**src/rtl/plic_claim_arbiter_if.sv**
```systemverilog
// Gateway handshake and claim/complete bus shared by the PLIC core and its neighbours.
// The master side is the gateway array plus register file; the slave side is the core.
interface plic_claim_arbiter_if #(
    parameter int IRQ_NUM  = 3,
    parameter int ID_WIDTH = $clog2(IRQ_NUM)
);
    logic [IRQ_NUM-1:0]  gw_valid_i;
    logic [IRQ_NUM-1:0]  gw_ready_o;
    logic [IRQ_NUM-1:0]  gw_comp_o;
    logic                claim_i;
    logic [ID_WIDTH-1:0] claim_id_o;
    logic                comp_i;
    logic [ID_WIDTH-1:0] comp_id_i;

    modport master (
        output gw_valid_i, claim_i, comp_i, comp_id_i,
        input  gw_ready_o, gw_comp_o, claim_id_o
    );

    modport slave (
        input  gw_valid_i, claim_i, comp_i, comp_id_i,
        output gw_ready_o, gw_comp_o, claim_id_o
    );
endinterface

```
**src/rtl/plic_claim_arbiter.sv**
```systemverilog
// Single-target PLIC core: pending latch, registered priority arbitration, claim/complete.
// Optional sticky completion error flag enabled by defining PLIC_COMP_ERR_EN.
module plic_claim_arbiter #(
    parameter int IRQ_NUM        = 3,
    parameter int IRQ_PRIO_WIDTH = 3,
    parameter int ID_WIDTH       = $clog2(IRQ_NUM)
) (
    input  logic                              clk_i,
    input  logic                              rst_n_i,
    plic_claim_arbiter_if.slave               cc_if,
    input  logic [IRQ_NUM*IRQ_PRIO_WIDTH-1:0] prio_i,
    input  logic [IRQ_NUM-1:0]                ie_i,
    input  logic [IRQ_PRIO_WIDTH-1:0]         thold_i,
    output logic [IRQ_NUM-1:0]                ip_o,
    output logic                              ext_irq_o,
    output logic                              err_o
);
    logic [IRQ_NUM-1:0]        r_ip;
    logic [IRQ_NUM-1:0]        r_claimed;
    logic [IRQ_NUM-1:0]        r_gw_comp;
    logic [ID_WIDTH-1:0]       r_max_id_p1;
    logic [IRQ_PRIO_WIDTH-1:0] r_max_prio_p1;

    logic [IRQ_PRIO_WIDTH-1:0] w_prio [IRQ_NUM];
    logic [ID_WIDTH-1:0]       w_best_id;
    logic [IRQ_PRIO_WIDTH-1:0] w_best_prio;
    logic                      w_claim_ok;
    logic [ID_WIDTH-1:0]       w_claim_id;
    logic [IRQ_NUM-1:0]        w_ready;
    logic [IRQ_NUM-1:0]        w_hs;
    logic [IRQ_NUM-1:0]        w_claim_oh;
    logic [IRQ_NUM-1:0]        w_comp_oh;
    logic [IRQ_NUM-1:0]        w_ip_nxt;
    logic [IRQ_NUM-1:0]        w_claimed_nxt;

    always_comb begin
        for (int i = 0; i < IRQ_NUM; i++) begin
            w_prio[i] = prio_i[i*IRQ_PRIO_WIDTH +: IRQ_PRIO_WIDTH];
        end
    end

    // Ascending scan with strict '>' keeps the lowest ID on a priority tie.
    always_comb begin
        w_best_id   = '0;
        w_best_prio = '0;
        for (int i = 1; i < IRQ_NUM; i++) begin
            if (r_ip[i] && ie_i[i] && (w_prio[i] != '0) && (w_prio[i] > w_best_prio)) begin
                w_best_id   = ID_WIDTH'(i);
                w_best_prio = w_prio[i];
            end
        end
    end

    // Revalidate the registered winner against live state so a claim issued
    // before the arbitration stage catches up never hands out a stale ID.
    always_comb begin
        w_claim_ok = r_ip[r_max_id_p1] && ie_i[r_max_id_p1] &&
                     (w_prio[r_max_id_p1] > thold_i);
        w_claim_id = w_claim_ok ? r_max_id_p1 : '0;
    end

    always_comb begin
        w_ready    = ~r_ip & ~r_claimed;
        w_ready[0] = 1'b0;
        w_hs       = cc_if.gw_valid_i & w_ready;
        w_claim_oh = '0;
        w_comp_oh  = '0;
        for (int i = 1; i < IRQ_NUM; i++) begin
            w_claim_oh[i] = cc_if.claim_i && (w_claim_id == ID_WIDTH'(i));
            w_comp_oh[i]  = cc_if.comp_i && (cc_if.comp_id_i == ID_WIDTH'(i)) && r_claimed[i];
        end
        w_ip_nxt      = (r_ip | w_hs) & ~w_claim_oh;
        w_claimed_nxt = (r_claimed | w_claim_oh) & ~w_comp_oh;
    end

    // Stage p1: pending/claimed state and arbitration result
    always_ff @(posedge clk_i or negedge rst_n_i) begin
        if (!rst_n_i) begin
            r_ip          <= '0;
            r_claimed     <= '0;
            r_gw_comp     <= '0;
            r_max_id_p1   <= '0;
            r_max_prio_p1 <= '0;
        end else begin
            r_ip          <= w_ip_nxt;
            r_claimed     <= w_claimed_nxt;
            r_gw_comp     <= w_comp_oh;
            r_max_id_p1   <= w_best_id;
            r_max_prio_p1 <= w_best_prio;
        end
    end

`ifdef PLIC_COMP_ERR_EN
    logic r_err;

    always_ff @(posedge clk_i or negedge rst_n_i) begin
        if (!rst_n_i) begin
            r_err <= 1'b0;
        end else if (cc_if.comp_i && (w_comp_oh == '0)) begin
            r_err <= 1'b1;
        end
    end

    assign err_o = r_err;
`else
    assign err_o = 1'b0;
`endif

    assign cc_if.gw_ready_o = w_ready;
    assign cc_if.gw_comp_o  = r_gw_comp;
    assign cc_if.claim_id_o = w_claim_id;
    assign ip_o             = r_ip;
    assign ext_irq_o        = (r_max_prio_p1 > thold_i);
endmodule
```
**src/flat_wrapper.sv**
```systemverilog
// flat-port wrapper written by rule: the top's interface ports become plain ports
module plic_claim_arbiter_flat 
#(
    parameter int IRQ_NUM        = 3,
    parameter int IRQ_PRIO_WIDTH = 3,
    parameter int ID_WIDTH       = $clog2(IRQ_NUM)
)
  (clk_i, rst_n_i, prio_i, ie_i, thold_i, ip_o, ext_irq_o, err_o, cc_if_gw_valid_i, cc_if_claim_i, cc_if_comp_i, cc_if_comp_id_i, cc_if_gw_ready_o, cc_if_gw_comp_o, cc_if_claim_id_o);
  plic_claim_arbiter_if #(.IRQ_NUM(IRQ_NUM), .ID_WIDTH(ID_WIDTH)) cc_if_i ();
  input  logic clk_i;
  input  logic rst_n_i;
  input  logic [IRQ_NUM*IRQ_PRIO_WIDTH-1:0] prio_i;
  input  logic [IRQ_NUM-1:0] ie_i;
  input  logic [IRQ_PRIO_WIDTH-1:0] thold_i;
  output logic [IRQ_NUM-1:0] ip_o;
  output logic ext_irq_o;
  output logic err_o;
  input wire logic [$bits(cc_if_i.gw_valid_i)-1:0] cc_if_gw_valid_i;
  input wire logic [$bits(cc_if_i.claim_i)-1:0] cc_if_claim_i;
  input wire logic [$bits(cc_if_i.comp_i)-1:0] cc_if_comp_i;
  input wire logic [$bits(cc_if_i.comp_id_i)-1:0] cc_if_comp_id_i;
  output wire logic [$bits(cc_if_i.gw_ready_o)-1:0] cc_if_gw_ready_o;
  output wire logic [$bits(cc_if_i.gw_comp_o)-1:0] cc_if_gw_comp_o;
  output wire logic [$bits(cc_if_i.claim_id_o)-1:0] cc_if_claim_id_o;
  assign cc_if_i.gw_valid_i = cc_if_gw_valid_i;
  assign cc_if_i.claim_i = cc_if_claim_i;
  assign cc_if_i.comp_i = cc_if_comp_i;
  assign cc_if_i.comp_id_i = cc_if_comp_id_i;
  assign cc_if_gw_ready_o = cc_if_i.gw_ready_o;
  assign cc_if_gw_comp_o = cc_if_i.gw_comp_o;
  assign cc_if_claim_id_o = cc_if_i.claim_id_o;
  plic_claim_arbiter #(.IRQ_NUM(IRQ_NUM), .IRQ_PRIO_WIDTH(IRQ_PRIO_WIDTH), .ID_WIDTH(ID_WIDTH)) u_core (.clk_i(clk_i), .rst_n_i(rst_n_i), .cc_if(cc_if_i), .prio_i(prio_i), .ie_i(ie_i), .thold_i(thold_i), .ip_o(ip_o), .ext_irq_o(ext_irq_o), .err_o(err_o));
endmodule
```
**config.mk**
```make
export PLATFORM = sky130hd
export DESIGN_NAME = plic_claim_arbiter_flat
export DESIGN_NICKNAME = d
export VERILOG_FILES = /design/src/rtl/plic_claim_arbiter_if.sv /design/src/rtl/plic_claim_arbiter.sv /design/src/flat_wrapper.sv
export SDC_FILE = /design/constraint.sdc
export NUM_CORES = 1
export LEC_CHECK = 0
export BUFFER_PORTS_ARGS = -buffer_cell sky130_fd_sc_hd__buf_2
export CAP_MARGIN = 20
export CORE_UTILIZATION = 46
export CTS_CLUSTER_SIZE = 24
export DETAILED_ROUTE_END_ITERATION = 6
export PLACE_DENSITY = 0.86
export SKIP_LAST_GASP = 1
export SYNTH_ARGS = -nofsm -noshare
export SYNTH_HDL_FRONTEND = slang
export SYNTH_SLANG_ARGS = --single-unit
```
**constraint.sdc**
```tcl
create_clock -name clk_i -period 3 [get_ports clk_i]
set_input_delay 0.75 -clock clk_i [delete_from_list [all_inputs] [get_ports clk_i]]
set_output_delay 0.75 -clock clk_i [all_outputs]
set_load 0.005 [all_outputs]
```
==> metrics.txt <==
outcome completed; Tcrit/Tclk final 97.9%; Avg Inst Size Synth 9.62 um^2; post-DR vias/cell 5.19; TritonCTS buffer count 3; unique cell type count in the Yosys netlist 32; maximum vdd ir drop 0.243 mV; DP Worst Slack -0.149 ns; antenna violations before repair 0; Max H-tree Level 1; Setup CP Type in -> out; Worst Path Buf+Inv 2; Non-Filler Instances 149; core area 1590 um^2; CP max-delay cell ha_1; Worst setup EP type output pin; Async SR Flop Fraction 100%; ys flop type dfrtp_1; Post-synth EDFFs 0; setup clock skew after layout 0.00177 ns; Nets 159; PnR worst setup slack about 0.063 ns; Cell Rows 14; critical path's top delay family compound AO/OA/AOI/OAI gates; Die H 44.4 um; highest clock rate 340 MHz; WL final 1940 um; worst path cell trace buf_6, mux2i_2, o21ai_2, ha_1, nor2b_4, o21ai_2, a211oi_4, and2_4, buf_6; max-slew violations 0; first-pass GRT wire length 3040 um; Required @ worst endpoint 2.25 ns; Die Area approximately 2000 um^2; RSZ-0062 raised after global routing true; Inserted Diodes 0; worst reg-to-reg path cell count 8; DRC errors left 0; post-synth top area share roughly a third; starting DRC count in detailed routing 12; Final min period 2.94 ns; post-layout power roughly 420 uW; DP Area 1020 um^2; main area contributors after synthesis dfrtp_1 33%, ha_1 14%, buf_4 4.5%; die width 44.4 um; placed wire-length estimate 1560 um; Finish-stage setup viols 0; Design Area, Final 1100 um^2; crit path DAT 2.19 ns; Area growth syn-to-layout 33.1%; Critical Path Fanout Max 4; clock insertion delay at the later pin of the skew report 0.28 ns; Hold Vio Cnt, Final 0; HP Class in -> async; Seq cells post-synth 11; vias in the first global route 739; critical register-to-register path endpoint u_core.ip_o[1]; overall via count from detail_route 774; input/output buffers 30; Clock Pin Slew Worst Setup and Hold Paths 0.07 ns; gr usage total 21.6%; DRT Pass-1 Iters 4; reg-to-reg startpoint u_core.r_max_id_p1[0]; leakage power approximately 0.56 nW; pin count of the biggest net entering global routing 12; layout cells sized above 1 roughly two fifths; IO Count 37; placed cell count 143; Synth warnings 0; Clock Sinks 11; Sum Neg Setup Slack 0 ns; top-count cell post-synth dfrtp_1; CTS tree yes; Mapped Area 827 um^2; Startpoint Class input port; grt ovf 0; Worst path max stage delay between 0.2 and 0.3 ns; maximum clock path buffer count 2; sequential-to-total area share from yosys stat 33.3%; synth cell count leaders 11 x dfrtp_1, 9 x ha_1, 9 x inv_1; Post-Synthesis Cells between 80 and 90; post-synth top area cell dfrtp_1; pwr dens roughly 380 nW/um^2; max-cap violations 0; WL/cell 13.0 um; post-route ant nets 0; GP Congestion 0.748; clk root buf clkbuf_4; Initial Util approximately 52%; Worst R2R Setup Slack a little under 1 ns
## per-layer routing
metal  GRT usage (%)  part of all wire, %  wire [um]  vias to the layer above
met3            3.67                  3.8         74                        7
met4            12.7                  2.8         54                        0
met1            24.4                   41        800                      362
met5               0                    0          0                        -
met2            37.9                   52       1010                       23
li1                -                    -          -                      382
## registers in the layout, indices dropped and copies added (netlist names)
| name | count |
|---|---|
| u_core.cc_if.gw_comp_o | 2 |
| u_core.ip_o | 2 |
| u_core.r_claimed | 2 |
| u_core.r_max_id_p1 | 2 |
| u_core.r_max_prio_p1 | 3 |
## placed cells by master (no fill, tap or decap), drive strengths merged, types with 2 or more instances in the layout
| cell type | count |
|---|---|
| buf | 37 |
| dfrtp | 11 |
| inv | 9 |
| ha | 9 |
| nor2 | 7 |
| o21ai | 5 |
| a21oi | 4 |
| conb | 4 |
| a31oi | 4 |
| clkbuf | 4 |
| nand2 | 3 |
| mux2i | 3 |
| nor2b | 3 |
| and3 | 2 |
| nand3 | 2 |
| o211ai | 2 |
| nand3b | 2 |
| and2 | 2 |
| o21a | 2 |
| o311ai | 2 |
## per-stage QoR
step / util [%] / hold WS, ns
3_3_place_gp: 63.9 / 0.505
6_report: 69.1 / 0.329
5_1_grt: 69.1 / 0.346
2_1_floorplan: - / 0.454
4_1_cts: 66.1 / 0.337
3_5_place_dp: 63.9 / 0.520
## worst max path at each step
stage	start	end	slack, ns	cells past startpoint
floorplan	prio_i[4]	cc_if_claim_id_o[1]	0.30	7
global placement	prio_i[4]	cc_if_claim_id_o[1]	-0.05	10
detailed placement	prio_i[4]	cc_if_claim_id_o[1]	-0.15	10
CTS	prio_i[4]	cc_if_claim_id_o[1]	0.009	8
global route	u_core.r_max_id_p1[0]	cc_if_claim_id_o[1]	-0.03	8
finish	prio_i[4]	cc_if_claim_id_o[1]	0.06	9
## where the power goes
part | switching [mW] | internal [mW]
Combinational | 0.0682 | 0.0742
Clock | 0.0543 | 0.0517
Sequential | 0.0128 | 0.160
## area by class of cell
class                           count  area (um^2)
Multi-Input combinational cell     64          512
Timing Repair Buffer               37          221
Inverter                            9         33.8
Sequential cell                    11          278
Tap cell                           24         30.0
Clock buffer                        4         26.3
Fill cell                         137          493
## logic make-up after synthesis
logic type / count (synthesis) / share of synthesized area, %
AO/OA/AOI/OAI: 24 / 22.8
AND/OR/NAND/NOR: 23 / 16.2
buffers and inverters: 14 / 8.62
flip-flops: 11 / 33.3
adder cells (fa/ha/maj): 9 / 13.6
multiplexers: 4 / 4.99
other: 1 / 0.453
## timing repair
action	CTS	global route
resized for setup	6	7
endpoints found under the setup margin	2	2
hold buffers	0	0
setup buffers	0	3
pin swaps	3	5
Power figures use the tool's default switching activity.
